`src/rtl/faerie_pkg.sv`:
```
// Faerie gen-2 CPU shared types and helpers.
// Interrupt support is compiled in with FAERIE_IRQ_EN.
package faerie_pkg;

  typedef enum logic [3:0] {
    OP_NOP = 4'h0,
    OP_LDI = 4'h1,
    OP_LD  = 4'h2,
    OP_ST  = 4'h3,
    OP_ADD = 4'h4,
    OP_ADC = 4'h5,
    OP_SUB = 4'h6,
    OP_AND = 4'h7,
    OP_OR  = 4'h8,
    OP_XOR = 4'h9,
    OP_JMP = 4'ha,
    OP_JZ  = 4'hb,
    OP_JC  = 4'hc,
    OP_RTI = 4'hd,
    OP_IE  = 4'he,
    OP_HLT = 4'hf
  } op_t;

  typedef enum logic [2:0] {
    FETCH,
    OPER,
    MEM,
    HALT,
    IRQ
  } state_t;

  function automatic int nw(input int aw, input int dw);
    return (aw + dw - 1) / dw;
  endfunction

endpackage

```
`src/rtl/faerie_alu.sv`:
```
// Faerie combinational ALU: add/adc/sub/logic ops, LD passes b.
// Carry is the no-borrow bit for SUB and zero for logic ops.
module faerie_alu
  import faerie_pkg::*;
#(
  parameter int DW = 8
) (
  input  op_t           op,
  input  logic [DW-1:0] a,
  input  logic [DW-1:0] b,
  input  logic          cin,
  output logic [DW-1:0] res,
  output logic          cf,
  output logic          zf
);

  logic [DW:0] sum;

  always_comb begin
    sum = '0;
    unique case (op)
      OP_ADD: sum = {1'b0, a} + {1'b0, b};
      OP_ADC: sum = {1'b0, a} + {1'b0, b}
                  + {{DW{1'b0}}, cin};
      OP_SUB: sum = {1'b0, a} + {1'b0, ~b}
                  + {{DW{1'b0}}, 1'b1};
      OP_AND: sum = {1'b0, a & b};
      OP_OR:  sum = {1'b0, a | b};
      OP_XOR: sum = {1'b0, a ^ b};
      default: sum = {1'b0, b};
    endcase
    res = sum[DW-1:0];
    cf  = sum[DW];
    zf  = (sum[DW-1:0] == '0);
  end

endmodule

```
`src/rtl/faerie_cpu_gen.sv`:
```
// Faerie gen-2 multi-cycle accumulator CPU, one shared memory port.
// Define FAERIE_IRQ_EN to build interrupt entry, RTI, SEI and CLI.
module faerie_cpu_gen
  import faerie_pkg::*;
#(
  parameter int            DW         = 8,
  parameter int            AW         = 16,
  parameter bit            SYNC_READ  = 1'b1,
  parameter logic [AW-1:0] ENTRYPOINT = 'hc000,
  parameter logic [AW-1:0] IRQ_VECTOR = 'hfff0
) (
  input  logic          clk,
  input  logic          rst_n,
  output logic          re,
  output logic          we,
  output logic [AW-1:0] addr,
  output logic [DW-1:0] wdata,
  input  logic [DW-1:0] rdata,
  input  logic          rdy,
  input  logic          irq,
  output logic          halt
);

  localparam int NW = nw(AW, DW);
  localparam int CW = (NW > 1) ? $clog2(NW) : 1;

  state_t        state, state_n;
  op_t           op, op_n;
  logic [AW-1:0] pc, pc_n;
  logic [AW-1:0] ar, ar_n;
  logic [DW-1:0] a, a_n;
  logic          cf, cf_n;
  logic          zf, zf_n;
  logic [CW-1:0] cnt, cnt_n;
  logic          cap, cap_n;
  logic          re_n, we_n, halt_n;
  logic [AW-1:0] addr_n;
  logic [DW-1:0] wdata_n;

  logic          acc, got, nxt;
  logic          jmp, take, irq_take;
  logic [DW-1:0] res;
  logic          alu_cf, alu_zf;

`ifdef FAERIE_IRQ_EN
  logic          ie, ie_n;
  logic [AW-1:0] epc, epc_n;
  logic          ecf, ecf_n;
  logic          ezf, ezf_n;
  assign irq_take = irq & ie;
`else
  logic irq_unused;
  assign irq_unused = irq;
  assign irq_take   = 1'b0;
`endif

  faerie_alu #(.DW(DW)) u_alu (
    .op  (op),
    .a   (a),
    .b   (rdata),
    .cin (cf),
    .res (res),
    .cf  (alu_cf),
    .zf  (alu_zf)
  );

  always_comb begin
    state_n = state;
    op_n    = op;
    pc_n    = pc;
    ar_n    = ar;
    a_n     = a;
    cf_n    = cf;
    zf_n    = zf;
    cnt_n   = cnt;
    re_n    = re;
    we_n    = we;
    addr_n  = addr;
    wdata_n = wdata;
    halt_n  = halt;
`ifdef FAERIE_IRQ_EN
    ie_n    = ie;
    epc_n   = epc;
    ecf_n   = ecf;
    ezf_n   = ezf;
`endif
    acc   = re & rdy;
    got   = SYNC_READ ? cap : acc;
    cap_n = SYNC_READ & acc;
    nxt   = 1'b0;
    jmp   = op inside {OP_JMP, OP_JZ, OP_JC};
    take  = (op == OP_JMP)
          | ((op == OP_JZ) & zf)
          | ((op == OP_JC) & cf);
    if (acc) re_n = 1'b0;

    unique case (state)
      FETCH: begin
        if (got) begin
          op_n  = op_t'(rdata[7:4]);
          pc_n  = pc + AW'(1);
          cnt_n = '0;
          unique case (op_t'(rdata[7:4]))
            OP_NOP: nxt = 1'b1;
            OP_RTI: begin
              nxt = 1'b1;
`ifdef FAERIE_IRQ_EN
              pc_n = epc;
              cf_n = ecf;
              zf_n = ezf;
              ie_n = 1'b1;
`endif
            end
            OP_IE: begin
              nxt = 1'b1;
`ifdef FAERIE_IRQ_EN
              ie_n = ~rdata[0];
`endif
            end
            OP_HLT: begin
              halt_n  = 1'b1;
              state_n = HALT;
            end
            default: begin
              state_n = OPER;
              re_n    = 1'b1;
              addr_n  = pc + AW'(1);
            end
          endcase
        end else if (!re && !cap) begin
          nxt = 1'b1;
        end
      end
      OPER: begin
        if (got) begin
          pc_n = pc + AW'(1);
          if (op == OP_LDI) begin
            a_n  = rdata;
            zf_n = (rdata == '0);
            nxt  = 1'b1;
          end else begin
            // little-endian: word cnt fills ar bits [cnt*DW +: DW]
            for (int i = 0; i < AW; i++)
              if (i / DW == int'(cnt))
                ar_n[i] = rdata[i % DW];
            if (cnt != CW'(NW - 1)) begin
              cnt_n  = cnt + CW'(1);
              re_n   = 1'b1;
              addr_n = pc + AW'(1);
            end else if (jmp) begin
              if (take) pc_n = ar_n;
              nxt = 1'b1;
            end else if (op == OP_ST) begin
              state_n = MEM;
              we_n    = 1'b1;
              addr_n  = ar_n;
              wdata_n = a;
            end else begin
              state_n = MEM;
              re_n    = 1'b1;
              addr_n  = ar_n;
            end
          end
        end
      end
      MEM: begin
        if (we && rdy) begin
          nxt = 1'b1;
        end else if (got) begin
          a_n  = res;
          zf_n = alu_zf;
          if (op != OP_LD) cf_n = alu_cf;
          nxt  = 1'b1;
        end
      end
      HALT: begin
        if (irq_take) state_n = IRQ;
      end
      IRQ: begin
`ifdef FAERIE_IRQ_EN
        epc_n = pc;
        ecf_n = cf;
        ezf_n = zf;
        ie_n  = 1'b0;
`endif
        pc_n    = IRQ_VECTOR;
        halt_n  = 1'b0;
        state_n = FETCH;
        re_n    = 1'b1;
        addr_n  = IRQ_VECTOR;
      end
      default: state_n = FETCH;
    endcase

    if (nxt) begin
      we_n = 1'b0;
      if (irq_take) begin
        state_n = IRQ;
        re_n    = 1'b0;
      end else begin
        state_n = FETCH;
        re_n    = 1'b1;
        addr_n  = pc_n;
      end
    end
  end

  always_ff @(posedge clk or negedge rst_n) begin
    if (!rst_n) begin
      state <= FETCH;
      op    <= OP_NOP;
      pc    <= ENTRYPOINT;
      ar    <= '0;
      a     <= '0;
      cf    <= 1'b0;
      zf    <= 1'b0;
      cnt   <= '0;
      cap   <= 1'b0;
      re    <= 1'b0;
      we    <= 1'b0;
      addr  <= '0;
      wdata <= '0;
      halt  <= 1'b0;
`ifdef FAERIE_IRQ_EN
      ie    <= 1'b0;
      epc   <= '0;
      ecf   <= 1'b0;
      ezf   <= 1'b0;
`endif
    end else begin
      state <= state_n;
      op    <= op_n;
      pc    <= pc_n;
      ar    <= ar_n;
      a     <= a_n;
      cf    <= cf_n;
      zf    <= zf_n;
      cnt   <= cnt_n;
      cap   <= cap_n;
      re    <= re_n;
      we    <= we_n;
      addr  <= addr_n;
      wdata <= wdata_n;
      halt  <= halt_n;
`ifdef FAERIE_IRQ_EN
      ie    <= ie_n;
      epc   <= epc_n;
      ecf   <= ecf_n;
      ezf   <= ezf_n;
`endif
    end
  end

endmodule

```
`config.mk`:
```
export PLATFORM = sky130hd
export DESIGN_NAME = faerie_cpu_gen
export DESIGN_NICKNAME = d
export VERILOG_FILES = /design/src/rtl/faerie_pkg.sv /design/src/rtl/faerie_alu.sv /design/src/rtl/faerie_cpu_gen.sv
export SDC_FILE = /design/constraint.sdc
export NUM_CORES = 1
export LEC_CHECK = 0
export ABC_AREA = 1
export BUFFER_PORTS_ARGS = -buffer_cell sky130_fd_sc_hd__buf_2
export CAP_MARGIN = 20
export CORE_ASPECT_RATIO = 0.75
export CORE_UTILIZATION = 62
export DETAILED_ROUTE_END_ITERATION = 16
export PLACE_DENSITY = 0.77
export SYNTH_ARGS = -nofsm -noshare
export SYNTH_HDL_FRONTEND = slang
export SYNTH_SLANG_ARGS = --single-unit
```
`constraint.sdc`:
```
create_clock -name clk -period 3 [get_ports clk]
set_input_delay 0.6 -clock clk [delete_from_list [all_inputs] [get_ports clk]]
set_output_delay 0.6 -clock clk [all_outputs]
set_load 0.01 [all_outputs]
```
==> summary by stage <==
Status
The run finished with clean final reports.

Routing
The pre-antenna-repair detailed-routing pass consisted of 6 iterations. The final route contains just under 7000 vias. The overall routed net length is 19900 um. The detail route stage leaves a number of antenna-violating nets equal to 0.

Dividing the detail-routed wire length by the instance count gives 17.2 um. After detailed routing, the number of vias per cell comes to 5.99. The count of routing violations after the opening detailed-route iteration is 782. In the routed design, unresolved DRC markers number 0.

Clock network
After clock tree synthesis, the clock-pin slew on the worst setup and hold paths is about 60 ps. TritonCTS created 9 clock buffers. TritonCTS built the clock tree. No sink is reached through more buffers than the 2 on the longest clock path.

The H-tree was split into 3 levels. The insertion delay of the later-clocked pin in the worst-skew pair is roughly 340 ps. The clock drives 77 sinks. Once the clock tree was built, the setup fixing pass inserted 0 buffers.

In this run the clock root is driven by a clkbuf_16.

Global routing
The via count of the first global-routing pass is 6020. The total global routing overflow is 0. The global-route wire length before repair is around 32000 um. Entering global routing, the biggest net connects 78 pins. Global routing used ~40% of the available tracks across all layers.

The number of antenna violations at the first check in global routing was 0.

Placement
The number of port buffers is 37. The HPWL after detailed placement is between 10000 and 15000 um. The congestion estimate from routability-driven global placement came to 1.07.

The post-placement worst setup slack is -48.3 ps.

Timing
For the pin with the worst max-slew slack, the measured transition is between 900 and 1000 ps. The share of the clock period used by the worst path after layout is 90.1%. The final hold slack is 69.5 ps. The clock arrives with 7.41 ps of skew. The number of hold violations in the final report was 0.

The peak clock frequency supported by timing is 370 MHz. Setup violations remaining at the end of the flow were counted as 0. The number of slew-limit violations in the final report came to 0.

The post-layout minimum cycle time is 2700 ps. Setup repair after global routing left no endpoint under its margin. The worst pin sits at a relative slew slack of between 30% and 40%. The worst path meets setup with ~300 ps of slack.

Worst setup path
The class of the most critical setup path is in2reg. On the critical path, the stage with the largest delay is an instance of fa_1. The maximum fanout along the worst path is 5. Tracing the worst setup path back leads to its startpoint at rdata[0]. In this run the critical register-to-register path is launched from a[2]$_DFFE_PN0P_. At the worst endpoint, the required time is 3260 ps. Together, buffers and inverters on the worst path number 2. The type of element capturing the critical path is a register.

The top cell family by delay on the critical path is adder cells. The critical path's most frequent cell is nand3_1. The sort of element at the start of the critical path is an input pin. The signal on the critical path passes through buf_2, ha_1, fa_1, ha_1, inv_1, nor2_1, nand3_1, nor2_2, nand3_1, o21ai_0, nand3_1, nand3_1, nand2_1, o21ai_0. For this run, the slowest stage of the critical path takes 550 ps. At the worst endpoint, the arrival time is 2960 ps.

Floorplanning
The number of top-level pins is 39. The floorplan core area is ~9700 um^2. The initial cell density of the core is 63.9%. Row generation in the floorplan step produced 31 rows. From bottom edge to top edge, the die measures approximately 89 um. Measured along the x axis, the die boundary spans about 120 um. The area enclosed by the die boundary is 10400 um^2.

Power and ir drop
The leakage power figure is 0.00356 uW. The total power divided by cell area is around 1100 nW/um^2. The clock network is responsible for 14.4% of the overall power. Combinational cells account for roughly 61% of the total power. Internal power comes to about 3800 uW. The proportion of total power due to net switching is 52.0%.

Across the VDD grid, the largest voltage drop is between 0.9 and 1 mV. The sequential fraction of design power is between 20% and 30%. The analysis attributes to net switching a power of 4070 uW.

Finish
The fill cell total of the finished layout is 810. The final net count is 1061. The ratio of cells with drive above 1 in the final layout is between 10% and 20%. The area overhead of the layout relative to synthesis is 11.9%.

The antenna diode instance count is 0.

Logic synthesis
Sorting the synthesized cells by area gives the leading types as dfrtp_1, nand2_1, inv_1, nor2_1, nand3_1. The count of distinct cell types in the synthesized netlist is 44. Synthesis produced a netlist with a net count of 1017. Of the synthesized area, sequential elements account for around 31%. The netlist area before placement is 6200 um^2. The most used flip-flop cell after synthesis is dfrtp_1. After synthesis the netlist holds a flip-flop and latch count of 77.

The synthesized design contains 0 enable-type register cells. The per-instance average area after synthesis is around 6.4 um^2. Synthesis handed over a netlist of 975 instances. The cell accounting for the most synthesized area is dfrtp_1. In this run the biggest area consumer among cell types represents 30.3% of the synthesized area.

For this run, the number of Yosys warnings is 0. In the synthesized netlist the async set-or-reset flop fraction comes to 100%.

Run
Across the run, the number of max-cap violations was 0.

Hold path
The path class of the lowest-slack min-delay path is in2async.
[state kept, by name, indices dropped and copies added, names as in the netlist]
register,cells
ar,16
zf,1
re,1
we,1
cap,1
addr,16
pc,16
state,2
cnt,1
op,4
wdata,8
halt,1
a,8
cf,1
[layout make-up]
type | instances | area (um^2) | share of cell area, %
clock buffer | 13 | 270 | 3.90
clock inverter | 3 | 42.5 | 0.613
inverter | 126 | 473 | 6.82
multi-input combinational | 740 | 3640 | 52.5
sequential | 77 | 1930 | 27.8
tap | 132 | 165 | 2.38
timing repair buffer | 65 | 418 | 6.02
[timing repair]
action,in CTS,in global routing
hold buffers,0,0
setup endpoints to repair,0,2
resized for setup,0,4
[worst paths after layout]
kind | end | slack [ps] | depth (start not counted)
setup reg to reg | zf$_DFFE_PN0P_ | 300 | 14
setup / recovery | cf$_DFFE_PN0P_ | 300 | 14
min in group clk | halt$_DFFE_PN0P_ | 460 | 1
hold reg to reg | halt$_DFFE_PN0P_ | 460 | 1
max in group asynchronous | pc[15]$_DFF_PN1_ | 2320 | 2
hold / removal | a[1]$_DFFE_PN0P_ | 70 | 1
[per-layer routing]
| metal | vias to the layer above | part of all wire, % | GRT usage (%) |
|---|---|---|---|
| met3 | 55 | 14 | 10.8 |
| met4 | 0 | 2.1 | 13.1 |
| li1 | 3211 | - | - |
| met1 | 3177 | 43 | 57.6 |
| met2 | 481 | 40 | 57.1 |
| met5 | - | 0 | 0 |
[cell usage after synthesis, types with 2 or more instances]
cell and number:
nand3_1 73, nand3b_1 3, nor2_4 3, fa_1 2
a31oi_1 2, buf_4 5, nand4_1 12, buf_6 2
xnor2_1 2, nand2_2 5, a21oi_1 38, clkbuf_1 14
dfstp_2 2, o21ai_1 27, nor2_1 101, inv_2 13
nor3_1 5, a21oi_2 2, o221ai_1 2, xor2_1 6
o211ai_1 12, or2_2 2, ha_1 28, inv_1 112
nand2_1 322, o21ai_0 62, buf_2 10, nor2_2 9
o22ai_1 10, dfrtp_1 75
[power groups by stage]
stage	Combinational, uW	Sequential [uW]	Clock, uW
6_report	4780	1910	1130
5_1_grt	5310	1960	1180
4_1_cts	4620	1900	1140
3_5_place_dp	4570	1900	0
3_3_place_gp	4420	1870	0
2_1_floorplan	3350	1850	0
[kinds of logic after synthesis]
| kind of cell | synth area share [%] |
|---|---|
| buffers and inverters | 10.3 |
| xor gates and xnor gates | 1.13 |
| AOI/OAI and AO/OA | 14.4 |
| DFF | 31.1 |
| adders and majority gates | 6.30 |
| and+or+nand+nor | 36.7 |
[stage by stage]
stage,TNS [ps],util [%],instance area [um^2],total power (uW),cells
floorplan,0,-,6200,5200,975
global placement,-54.5,67.9,6590,6290,1139
detailed placement,-136,67.9,6590,6480,1139
CTS,0,71.1,6900,7660,1155
global route,0,71.5,6940,8460,1156
finish,0,71.5,6940,7830,1156
[worst register-to-register path, cell delays in order, from the launching register on]
cell and delay (ps):
dfrtp_1 430, inv_1 110, ha_1 400, buf_4 180, nand3_1 130, nand3_1 160
nand2_1 110, nand3_1 100, nor2_1 210, nand2_1 130, nand3_1 130, a21oi_1 100
nor2_1 200, nand3_1 110, a21oi_1 130
[placed cells by master, fill, tap and decap left out, types with 2 or more instances in the layout]
master / synthesis / layout
dfrtp_1: 75 / 75
a31oi_1: 2 / 2
o21ai_1: 27 / 27
nor2_2: 9 / 12
inv_1: 112 / 112
a21oi_2: 2 / 2
nor2_4: 3 / 3
a21oi_1: 38 / 38
nand3_1: 73 / 73
o211ai_1: 12 / 12
o21ai_0: 62 / 62
buf_2: 10 / 36
nor2_1: 101 / 98
clkbuf_16: 0 / 9
nor3_1: 5 / 5
inv_2: 13 / 13
or2_2: 2 / 2
xor2_1: 6 / 6
ha_1: 28 / 28
xnor2_1: 2 / 2
nand2_1: 322 / 321
nand3b_1: 3 / 3
o221ai_1: 2 / 2
o22ai_1: 10 / 10
nand4_1: 12 / 12
buf_4: 5 / 28
clkbuf_8: 0 / 3
fa_1: 2 / 2
nand2_2: 5 / 6
dfstp_2: 2 / 2
Power figures use the tool's default switching activity.
